## config.mk

```make
export PLATFORM = sky130hd
export DESIGN_NAME = vc_output_arbiter
export DESIGN_NICKNAME = d
export VERILOG_FILES = /design/src/rtl/vc_output_arbiter_pkg.sv /design/src/rtl/vc_output_arbiter_rr_arbiter.sv /design/src/rtl/vc_output_arbiter.sv
export SDC_FILE = /design/constraint.sdc
export NUM_CORES = 1
export LEC_CHECK = 0
export CAP_MARGIN = 10
export CORE_MARGIN = 2
export CORE_UTILIZATION = 51
export DETAILED_ROUTE_END_ITERATION = 12
export PLACE_DENSITY = 0.87
export SYNTH_ARGS = -nofsm -noshare
export SYNTH_HDL_FRONTEND = slang
export SYNTH_HIERARCHICAL = 1
export SYNTH_SLANG_ARGS = --single-unit
```

## constraint.sdc

```tcl
create_clock -name clk -period 7.2 [get_ports clk]
set_clock_uncertainty 0.15 [all_clocks]
set_input_delay 1.08 -clock clk [delete_from_list [all_inputs] [get_ports clk]]
set_output_delay 1.08 -clock clk [all_outputs]
set_load 0.005 [all_outputs]
```

## src/rtl/vc_output_arbiter_pkg.sv

```systemverilog
// rtl/vc_output_arbiter_pkg.sv - shared VC encodings, default widths and packet VC extraction
package vc_output_arbiter_pkg;

  localparam logic VC_EVEN = 1'b0;
  localparam logic VC_ODD  = 1'b1;

  localparam int DEFAULT_DATA_WIDTH = 64;
  localparam int DEFAULT_VC_BIT     = 63;
  // Widest packet the VC helper accepts; callers zero-extend into it.
  localparam int MAX_DATA_WIDTH     = 1024;

  function automatic logic pkt_vc(input logic [MAX_DATA_WIDTH-1:0] pkt, input int vc_bit);
    return pkt[vc_bit];
  endfunction

endpackage

```

## src/rtl/vc_output_arbiter_rr_arbiter.sv

```systemverilog
// rtl/vc_output_arbiter_rr_arbiter.sv - round-robin pick of the first eligible index at or after ptr
module vc_output_arbiter_rr_arbiter #(
  parameter int NUM_REQ = 3,
  parameter int PTR_W   = $clog2(NUM_REQ)
) (
  input  logic [NUM_REQ-1:0] eligible,
  input  logic [PTR_W-1:0]   ptr,
  output logic [NUM_REQ-1:0] grant,
  output logic               found
);

  always_comb begin
    grant = '0;
    found = 1'b0;
    for (int k = 0; k < NUM_REQ; k++) begin
      if (!found && eligible[(int'(ptr) + k) % NUM_REQ]) begin
        grant[(int'(ptr) + k) % NUM_REQ] = 1'b1;
        found = 1'b1;
      end
    end
  end

endmodule

```

## src/rtl/vc_output_arbiter.sv

```systemverilog
// rtl/vc_output_arbiter.sv - shares one output link between requesters using two alternating VC buffers
module vc_output_arbiter
  import vc_output_arbiter_pkg::*;
#(
  parameter int DATA_WIDTH = DEFAULT_DATA_WIDTH,
  parameter int NUM_REQ    = 3,
  parameter int VC_BIT     = DEFAULT_VC_BIT
) (
  input  logic                          clk,
  input  logic                          reset,
  input  logic [NUM_REQ-1:0]            req,
  input  logic [NUM_REQ*DATA_WIDTH-1:0] req_data,
  output logic [NUM_REQ-1:0]            gnt,
  output logic                          polarity,
  output logic                          net_so,
  input  logic                          net_ro,
  output logic [DATA_WIDTH-1:0]         net_do
);

  localparam int PTR_W = $clog2(NUM_REQ);

  logic [1:0]            buf_full;
  logic [DATA_WIDTH-1:0] buf_data [2];
  logic [PTR_W-1:0]      rr_ptr [2];

  logic                  vc_int;
  logic                  vc_ext;
  logic [NUM_REQ-1:0]    eligible;
  logic [NUM_REQ-1:0]    arb_grant;
  logic                  arb_found;
  logic                  fill;
  logic [PTR_W-1:0]      win;
  logic [DATA_WIDTH-1:0] win_data;

  // The VC being filled this cycle is the polarity; the other one drains.
  assign vc_int = polarity ? VC_ODD : VC_EVEN;
  assign vc_ext = ~vc_int;

  always_comb begin
    eligible = '0;
    for (int i = 0; i < NUM_REQ; i++) begin
      eligible[i] = req[i] && !buf_full[vc_int] &&
                    (pkt_vc(MAX_DATA_WIDTH'(req_data[i*DATA_WIDTH +: DATA_WIDTH]), VC_BIT) == vc_int);
    end
  end

  vc_output_arbiter_rr_arbiter #(
    .NUM_REQ (NUM_REQ),
    .PTR_W   (PTR_W)
  ) u_rr_arbiter (
    .eligible (eligible),
    .ptr      (rr_ptr[vc_int]),
    .grant    (arb_grant),
    .found    (arb_found)
  );

  always_comb begin
    win = '0;
    for (int i = 0; i < NUM_REQ; i++) begin
      if (arb_grant[i]) win = PTR_W'(i);
    end
  end

  assign win_data = req_data[int'(win)*DATA_WIDTH +: DATA_WIDTH];

  // Requesters pop on gnt, so it must be silent while reset is held.
  assign fill   = arb_found && reset;
  assign gnt    = reset ? arb_grant : '0;
  assign net_so = buf_full[vc_ext];
  assign net_do = net_so ? buf_data[vc_ext] : '0;

  always_ff @(posedge clk or negedge reset) begin
    if (!reset) begin
      polarity    <= 1'b0;
      buf_full    <= '0;
      buf_data[0] <= '0;
      buf_data[1] <= '0;
      rr_ptr[0]   <= '0;
      rr_ptr[1]   <= '0;
    end else begin
      polarity <= ~polarity;
      if (fill) begin
        buf_full[vc_int] <= 1'b1;
        buf_data[vc_int] <= win_data;
        rr_ptr[vc_int]   <= (win == PTR_W'(NUM_REQ - 1)) ? '0 : win + 1'b1;
      end
      if (net_so && net_ro) begin
        buf_full[vc_ext] <= 1'b0;
      end
    end
  end

endmodule

```

==> flow_summary.yaml <==
timing:
  min_period_over_period_pct: 73.8
  maxSlewHeadroom_pct: 25.8
  slew_violations: 0
  timing.fmax_mhz: 188
  rsz0062_at_grt: "false"
  hold_slack_ps: 318
  final-hold-violation-count: 0
  setup_viol: 0
  worst_pin_slew_ps: 1110
  period_needed_ps: 5320
  setup_tns_ps: 0
yosys:
  async_reset_ff_share_pct: 100
  synth_common_cells: "135 x dfrtp_1, 135 x nand2_1, 133 x nor2b_1, 126 x o31ai_1, 69 x mux2i_1"
  netlist_top_cells_area: "dfrtp_1 41%, o31ai_1 11%, nor2b_1 10%"
  synth_area_um2: 8260
  netlist.area_leader.share_pct: 40.9
  synth_seq_area_share_pct: 40.9
  synth_largest_area_cell: "dfrtp_1"
  yosys_register_bits: 135
  syn_inst: 857
  ys_warn_count: 6
  synth_edf_count: 0
  synthFlopType: "dfrtp_1"
  ys_types: 41
  synth_nets: 1059
  syn_avg_cell_area_um2: 9.64
worst_setup_path:
  max_stage_delay_ps: 970
  path_buf_inv: 2
  rrSetupSlack_ps: 2190
  crit_top_cell: "nor2b_1"
  cp_slowest_cell: "dfrtp_4"
  critPathLaunchType: "register"
  criticalPathCategory: "register to output port"
  critPathArrivalTime_ps: 4090
  crit_fanout: 47
  path_cells: "buf_4 -> nor2b_1 -> a21oi_1 -> nor2b_1 -> mux2i_1 -> o22ai_2 -> nand4b_1 -> a31oi_1 -> and2_1 -> clkdlybuf4s50_1"
  crit_required_ps: 5970
  endpoint_kind: "output port"
  crit_family: "buffers and inverters"
clock_network:
  post_cts_resized: 0
  cts_root_buffer: "clkbuf_16"
  cts_setup_buffers: 0
  cts_sinks: 135
  postCtsHoldBufs: 0
  htree_num_levels: 4
  clk_path_buf_depth: 2
  clk_latency_ps: 410
  cts.clk_slew.worst_paths_ps: 50
  cts_buffers: 17
  cts_tree: "built"
pwr:
  p_seq_share_pct: 30.9
  p_leak_nw: 5.05
  peakVddDrop_uv: 212
  power_frac_clock_pct: 21.0
  swShare_pct: 38.0
  switchingPower_mw: 1.61
  p_comb_share_pct: 48.0
  p_int_mw: 2.62
  power_mw: 4.23
  p_per_area_nw_per_um2: 369
floorplan:
  die_area_um2: 17200
  fp.dieH_um: 131
  die_w_um: 131
  num_io_pins: 267
  rows: 46
  coreArea_um2: 15900
  start_util_pct: 52.0
grt:
  overflow: 0
  grt_usage_pct: 25.1
  use_met3_pct: 6.98
  use_met1_pct: 29.7
  top_usage_layer: "met2"
  use_met2_pct: 43.4
  antenna_found_initial: 1
  grt_max_degree: 93
  grt_pass1_wl_um: 35100
  grt_pass1_vias: 7234
routing:
  ant_nets: 0
  wirelength_um: 21600
  dr.pass1.iters: 5
  drc: 0
  via_per_inst: 5.50
  dr.first_iter.drc_count: 430
  wire_per_inst_um: 16.5
  num_vias: 7193
placement:
  io_buffers: 266
  placed_cell_area_um2: 10800
  place.gp.congestion: 0.779
  dp_hpwl_um: 14700
layout:
  syn_to_final_growth_pct: 38.6
  num-nets-final: 1280
  finalInstanceArea_um2: 11400
  fin_util_pct: 72.1
  n_antenna_cell: 0
  drive_gt1_share_pct: 10.3
worst_hold_path:
  min_path_type: "register to register"
status:
  status: "complete, no violations"
job:
  cap_violations: 0
==> per-stage QoR <==
stage,std cells,worst slack [ps]
floorplan,857,3230
global placement,1275,2320
detailed placement,1275,2200
CTS,1307,1840
global route,1307,1620
finish,1307,1880
==> cell type report <==
| cell class | instances | area [um^2] |
|---|---|---|
| multi-input combinational | 642 | 4420 |
| clock buffer | 21 | 470 |
| fill | 1183 | 4440 |
| clock inverter | 11 | 148 |
| sequential | 135 | 3380 |
| inverter | 7 | 26.3 |
| tap | 216 | 270 |
| timing repair buffer | 275 | 2730 |
==> flip-flops by register name (all words and copies together) (netlist names) <==
name      count
rr_ptr        4
polarity      1
buf_data    128
buf_full      2
==> layer usage <==
| layer | vias to the layer above | routed length [um] |
|---|---|---|
| met2 | 225 | 10800 |
| met1 | 3460 | 8960 |
| met5 | - | 10 |
| met3 | 34 | 1350 |
| li1 | 3472 | - |
| met4 | 2 | 488 |
==> path summary, 6_finish.rpt <==
| check | from | cells past startpoint | to |
|---|---|---|---|
| hold reg to reg | rr_ptr[2] | 2 | rr_ptr[2] |
| max in group asynchronous | reset | 2 | buf_data[100] |
| setup / recovery | polarity | 10 | gnt[0] |
| setup reg to reg | polarity | 12 | buf_data[74] |
| hold / removal | rr_ptr[2] | 2 | rr_ptr[2] |
| min in group asynchronous | reset | 1 | buf_data[8] |
==> placed cells by master (no fill, tap or decap), drive strengths merged, types with 3 or more instances in the layout <==
cell type / synthesis / final
mux2i: 69 / 69
inv: 7 / 7
and2: 3 / 3
clkinvlp: 0 / 4
clkdlybuf4s50: 0 / 265
nor3: 3 / 3
bufinv: 0 / 3
a21oi: 5 / 5
o21ai: 7 / 7
dfrtp: 135 / 135
ha: 4 / 4
clkinv: 0 / 4
nor2b: 133 / 133
a211oi: 64 / 64
o31ai: 130 / 130
buf: 43 / 10
nand2b: 3 / 3
nand2: 135 / 135
nor2: 68 / 68
clkbuf: 30 / 21
==> cell families (layout without fill, tap and decap cells) <==
kind of cell    after synthesis  after routing  share of synthesized area, %
simple gates                351            351                          20.6
fa+ha+maj                     4              4                         0.606
mux                          71             71                          8.63
buf+inv                      80            314                          6.20
compound gates              216            216                          23.1
flops                       135            135                          40.9
==> tightest hold or removal path: stages, from the launching register on <==
cell	delay, ps
dfrtp_1	330
nand2_1	50
o31ai_1	50
==> power by group through the flow <==
| stage | registers (mW) | logic, mW | clock network [mW] |
|---|---|---|---|
| final | 1.31 | 2.03 | 0.889 |
| after global routing | 1.35 | 2.25 | 0.934 |
| after CTS | 1.31 | 2.05 | 0.900 |
| after detailed placement | 1.32 | 2.03 | 0 |
| after global placement | 1.29 | 1.98 | 0 |
| after floorplan | 1.27 | 1.43 | 0 |
No activity file was read; power rests on OpenSTA's default activity.
